[config.mk]
export PLATFORM = sky130hd
export DESIGN_NAME = wb_regfile
export DESIGN_NICKNAME = d
export VERILOG_FILES = /design/src/rtl/wb_regfile.sv
export SDC_FILE = /design/constraint.sdc
export NUM_CORES = 2
export LEC_CHECK = 0
export BUFFER_PORTS_ARGS = -buffer_cell sky130_fd_sc_hd__buf_4
export CORE_MARGIN = 4
export CORE_UTILIZATION = 40
export CTS_BUF_LIST = sky130_fd_sc_hd__clkbuf_16
export DETAILED_ROUTE_END_ITERATION = 10
export GPL_TIMING_DRIVEN = 0
export PLACE_DENSITY = 0.52
export SKIP_LAST_GASP = 1
export SYNTH_ARGS = -nofsm -noshare
export SYNTH_HDL_FRONTEND = slang
export SYNTH_SLANG_ARGS = --single-unit
[constraint.sdc]
create_clock -name clk -period 4.05 [get_ports clk]
set_input_delay 0 -clock clk [delete_from_list [all_inputs] [get_ports clk]]
set_output_delay 0 -clock clk [all_outputs]
set_load 0.1 [all_outputs]
[src/rtl/wb_regfile.sv]
// Write-back stage and 32-entry register file with write-first read bypass
// and a retired-write counter.
module wb_regfile #(
  parameter int DATA_W = 32
) (
  input  logic              clk,
  input  logic              reset_in,
  input  logic              Reg_Write_in,
  input  logic              MemtoReg_in,
  input  logic [DATA_W-1:0] data_memory_output_in,
  input  logic [DATA_W-1:0] ALU_Output_in,
  input  logic [4:0]        MEM_WB_Rd_in,
  input  logic [4:0]        Rs_addr_in,
  input  logic [4:0]        Rt_addr_in,
  output logic [DATA_W-1:0] Rs_data_out,
  output logic [DATA_W-1:0] Rt_data_out,
  output logic [DATA_W-1:0] WB_data_out,
  output logic [31:0]       wb_count_out
);

  localparam int NREGS = 32;

  logic [DATA_W-1:0] regs_q [NREGS];
  logic [31:0]       wb_count_q;
  logic [31:0]       wb_count_d;
  logic              commit;

  // Register 0 is never targeted by a commit, so its entry stays at its reset value.
  assign WB_data_out = MemtoReg_in ? data_memory_output_in : ALU_Output_in;
  assign commit      = Reg_Write_in && (MEM_WB_Rd_in != 5'd0);
  assign wb_count_d  = commit ? wb_count_q + 32'd1 : wb_count_q;

  always_ff @(posedge clk or negedge reset_in) begin
    if (!reset_in) begin
      for (int i = 0; i < NREGS; i++) begin
        regs_q[i] <= '0;
      end
    end else if (commit) begin
      regs_q[MEM_WB_Rd_in] <= WB_data_out;
    end
  end

  always_ff @(posedge clk or negedge reset_in) begin
    if (!reset_in) begin
      wb_count_q <= '0;
    end else begin
      wb_count_q <= wb_count_d;
    end
  end

  // Write-first: a commit to the addressed register is visible in the same cycle.
  function automatic logic [DATA_W-1:0] read_port(
    input logic [4:0]        addr,
    input logic              wr_en,
    input logic [4:0]        wr_addr,
    input logic [DATA_W-1:0] wr_data,
    input logic [DATA_W-1:0] stored
  );
    if (addr == 5'd0) begin
      return '0;
    end else if (wr_en && (wr_addr == addr)) begin
      return wr_data;
    end else begin
      return stored;
    end
  endfunction

  assign Rs_data_out  = read_port(Rs_addr_in, commit, MEM_WB_Rd_in, WB_data_out, regs_q[Rs_addr_in]);
  assign Rt_data_out  = read_port(Rt_addr_in, commit, MEM_WB_Rd_in, WB_data_out, regs_q[Rt_addr_in]);
  assign wb_count_out = wb_count_q;

endmodule

==> key figures <==
Status
  • Status: finished with violations
  • Failing checks: negative hold slack, max-capacitance violations, max-slew violations, negative setup slack

Finish
  • Commonest non-fill, non-tap cells in the layout: dfrtp_1 (1056), nor2_1 (574), a21oi_1 (534), nand2_1 (527), o21ai_0 (482)
  • Multi-input logic area: 25700 um2
  • P&R area growth vs syn: 16.2%
  • Commonest non-fill, non-tap cell in the layout: dfrtp_1
  • Final nets: 5411
  • Util after Layout: 46.8%
  • Reg area: 26400 um2
  • # fillers: 12700
  • Cell area after layout: 63300 um2
  • Layout cell share with drive strength beyond 1: 19.1%

Clock tree
  • # clock sinks: 1056
  • CTS clk-pin slew, worst paths: 0.06 ns
  • Num CTS Buffers: 119
  • Root Driver: clkbuf_16
  • Latest clock arrival within the worst-skew pair: 0.77 ns
  • CTS tree: yes
  • Max Root-Sink Buffers: 3
  • H-tree lvl count: 3

Global route
  • Vias in the first global route: 44400
  • Largest net degree at the start of global routing: 168
  • Global-route wire length before repair: 369000 um
  • Global-route total usage across every layer: 37.6%
  • Overflow after GRT: 0
  • Initial antenna violation count: 21

Placed design
  • Routability cong.: 1.03
  • Post-DP Area: 58500 um2
  • Hpwl dp: 205000 um
  • IO buf count: 201

Yosys
  • Post-synthesis xor/xnor area fraction: 0.660%
  • Net Count, Synth: 5013
  • Largest family of logic cells by synthesized area: multiplexers
  • Post-synth EDFFs: 0
  • Seq cells post-synth: 1056
  • Fraction of synthesized area in multiplexers: 22.7%
  • Yosys warning count: 0
  • Seq/Total Area, Yosys: 48.5%
  • Post-Synthesis Cells: 4929
  • Average size of a mapped cell: 11.0 um2
  • Synth Area in Compound Gates: 14.4%
  • Mapped cell area: 54400 um2
  • Simple-gate share of the synthesized area: 9.18%
  • Netlist cell types: 55
  • Main synth FF type: dfrtp_1
  • Post-Synth Adder-Cell Area: 0.0230%
  • FFs w/ async S/R, synth: 100%

Floorplan
  • Starting Density: 40.2%
  • Chip height: 377 um
  • Ports: 211
  • Core ar.: 135000 um2
  • Die Width: 377 um
  • Die area: 142000 um2
  • FP Rows: 135

Critical path
  • Delay-heaviest family, CP: buffers and inverters
  • Slowest stage delay, CP: 1.15 ns
  • CP Capture Type: output port
  • Cell at the slowest stage of the critical path: a2111oi_0
  • Worst EP arrival: 4.46 ns
  • Worst path cell trace: buf_4 -> buf_2 -> clkbuf_2 -> clkdlybuf4s15_1 -> nor2_1 -> a2111oi_0 -> o32ai_1 -> buf_4
  • Crit path kind: in2out
  • Critical Path RT: 4.05 ns
  • Buf/Inv on CP: 5
  • Startpoint type of the worst setup path: input pin
  • Cell repeated most along the worst path: buf_4
  • Crit path max fanout: 10

STA
  • Relative slew slack: -6.54%
  • RSZ-0062 raised after global routing: true
  • Final Hold Vio Count: 13
  • WHS: -0.0965 ns
  • Final setup margin: -0.413 ns
  • # setup viols final: 20
  • Skew final: 0.0228 ns
  • Fin crit share: 110%
  • Crit path time final: 4.46 ns
  • Slew Limit Fails: 46
  • Worst slew pin tran: 1.60 ns
  • Fmax: 224 MHz

Route
  • Routed len/inst: 37.5 um
  • Antenna-violating nets left: 0
  • Routed wire length: 270000 um
  • Total iterations of the first detailed-routing run: 6
  • Vias per cell: 6.53
  • Drt first-iter violations: 7044
  • Routed vias: 47200
  • DRC Markers: 0

Power and ir drop
  • Peak supply drop: 0.363 mV
  • Leakage: 26.9 nW
  • Power per standard cell area: 561 nW/um2

Hold path
  • HP Class: in2async

Flow run
  • Max-cap violations: 8
## power by group
part / switching, mW / total [mW] / leakage (nW) / internal (mW)
registers: 2.14 / 14.9 / 13.2 / 12.8
clock network: 4.83 / 11.2 / 2.00 / 6.40
logic: 5.68 / 9.34 / 11.7 / 3.66
total: 12.6 / 35.5 / 26.9 / 22.8
## Yosys cell counts (5+ instances only)
| cell type | instances | share of area [%] |
|---|---|---|
| dfrtp_1 | 1056 | 49 |
| nor2_1 | 576 | 4.0 |
| a21oi_1 | 534 | 4.9 |
| nand2_1 | 527 | 3.6 |
| o21ai_0 | 482 | 4.4 |
| mux4_2 | 447 | 18 |
| clkbuf_1 | 395 | 2.7 |
| mux2i_1 | 203 | 3.7 |
| buf_2 | 84 | 0.77 |
| a22oi_1 | 73 | 1.0 |
| a211oi_1 | 55 | 0.76 |
| inv_1 | 42 | 0.29 |
| buf_4 | 38 | 0.52 |
| a22o_1 | 32 | 0.51 |
| o221ai_1 | 32 | 0.51 |
| o22ai_1 | 32 | 0.37 |
| o32ai_1 | 32 | 0.51 |
| nor2b_1 | 29 | 0.33 |
| nand3_1 | 27 | 0.25 |
| xnor2_1 | 25 | 0.40 |
| and3_1 | 22 | 0.25 |
| mux2_2 | 21 | 0.43 |
| xor2_1 | 16 | 0.26 |
| a2111oi_0 | 15 | 0.24 |
| a221o_1 | 15 | 0.28 |
| a221oi_1 | 13 | 0.21 |
| a211o_1 | 11 | 0.18 |
| buf_1 | 11 | 0.076 |
| nor4b_1 | 11 | 0.18 |
| nand4_1 | 9 | 0.10 |
| nor3_1 | 9 | 0.083 |
| a2111oi_2 | 7 | 0.19 |
| and2_1 | 7 | 0.080 |
| a2111oi_1 | 6 | 0.11 |
| buf_6 | 5 | 0.10 |
## worst reg2reg max path: cells and delay by family (launching register included)
kind / cells / cell delay [ns]
and+or+nand+nor: 3 / 0.89
AOI/OAI and AO/OA: 1 / 0.52
DFF: 1 / 0.42
adders and majority gates: 1 / 0.20
xor gates and xnor gates: 1 / 0.14
## through the flow
stage / worst slack [ns] / std cells / TNS (ns) / power (mW)
detailed placement: -0.409 / 6921 / -4.44 / 23.9
CTS: 0.00796 / 7207 / 0 / 35.1
global route: -0.0888 / 7210 / -0.276 / 36.6
floorplan: -0.423 / 4929 / -0.423 / 20.4
global placement: -10.23 / 6911 / - / 23.6
finish: -0.413 / 7221 / -2.46 / 35.5
## flip-flops by register name, summed over array words and instances (netlist names)
name          cells
wb_count_out     32
regs_q         1024
## path summary, 6_finish.rpt
path | start | end | slack, ns | cells after the start
max in group asynchronous | reset_in | regs_q[325] | 1.94 | 5
max reg2reg | wb_count_out[0] | wb_count_out[30] | 1.80 | 6
min in group clk | ALU_Output_in[25] | regs_q[441] | 0.11 | 3
min | reset_in | regs_q[954] | -0.1 | 3
max | Rt_addr_in[2] | Rt_data_out[1] | -0.41 | 8
min reg2reg | regs_q[1002] | regs_q[1002] | 0.48 | 1
## layer usage
layer	vias to the layer above	track usage, %	wire length, um
met5	-	0	30
met4	4	18.1	15600
met3	596	14.6	37600
met2	3218	52.4	112000
met1	24500	51.3	105000
li1	18800	-	-
## logic make-up (layout without fill, tap and decap cells)
| logic type | count (synthesis) | count (layout) |
|---|---|---|
| other | 0 | 13 |
| buffers and inverters | 576 | 1074 |
| and+or+nand+nor | 1237 | 1237 |
| DFF | 1056 | 1056 |
| xor gates and xnor gates | 41 | 41 |
| adders and majority gates | 1 | 1 |
| muxes | 671 | 671 |
| AOI/OAI and AO/OA | 1347 | 1347 |
## what timing repair did
action	4_1_cts	5_1_grt
endpoints found under the hold margin	419	3
pin swaps	1	0
setup buffers	3	0
hold buffers	62	2
resized for setup	9	27
setup endpoints to repair	20	20
## area by class of cell
type	count	area share [%]
Antenna cell	13	0.0514
Buffer	532	3.69
Clock buffer	119	4.71
Clock inverter	102	1.51
Inverter	43	0.255
Multi-Input combinational cell	3297	40.7
Sequential cell	1056	41.8
Tap cell	1781	3.52
Timing Repair Buffer	278	3.83
No activity file was read; power rests on OpenSTA's default activity.
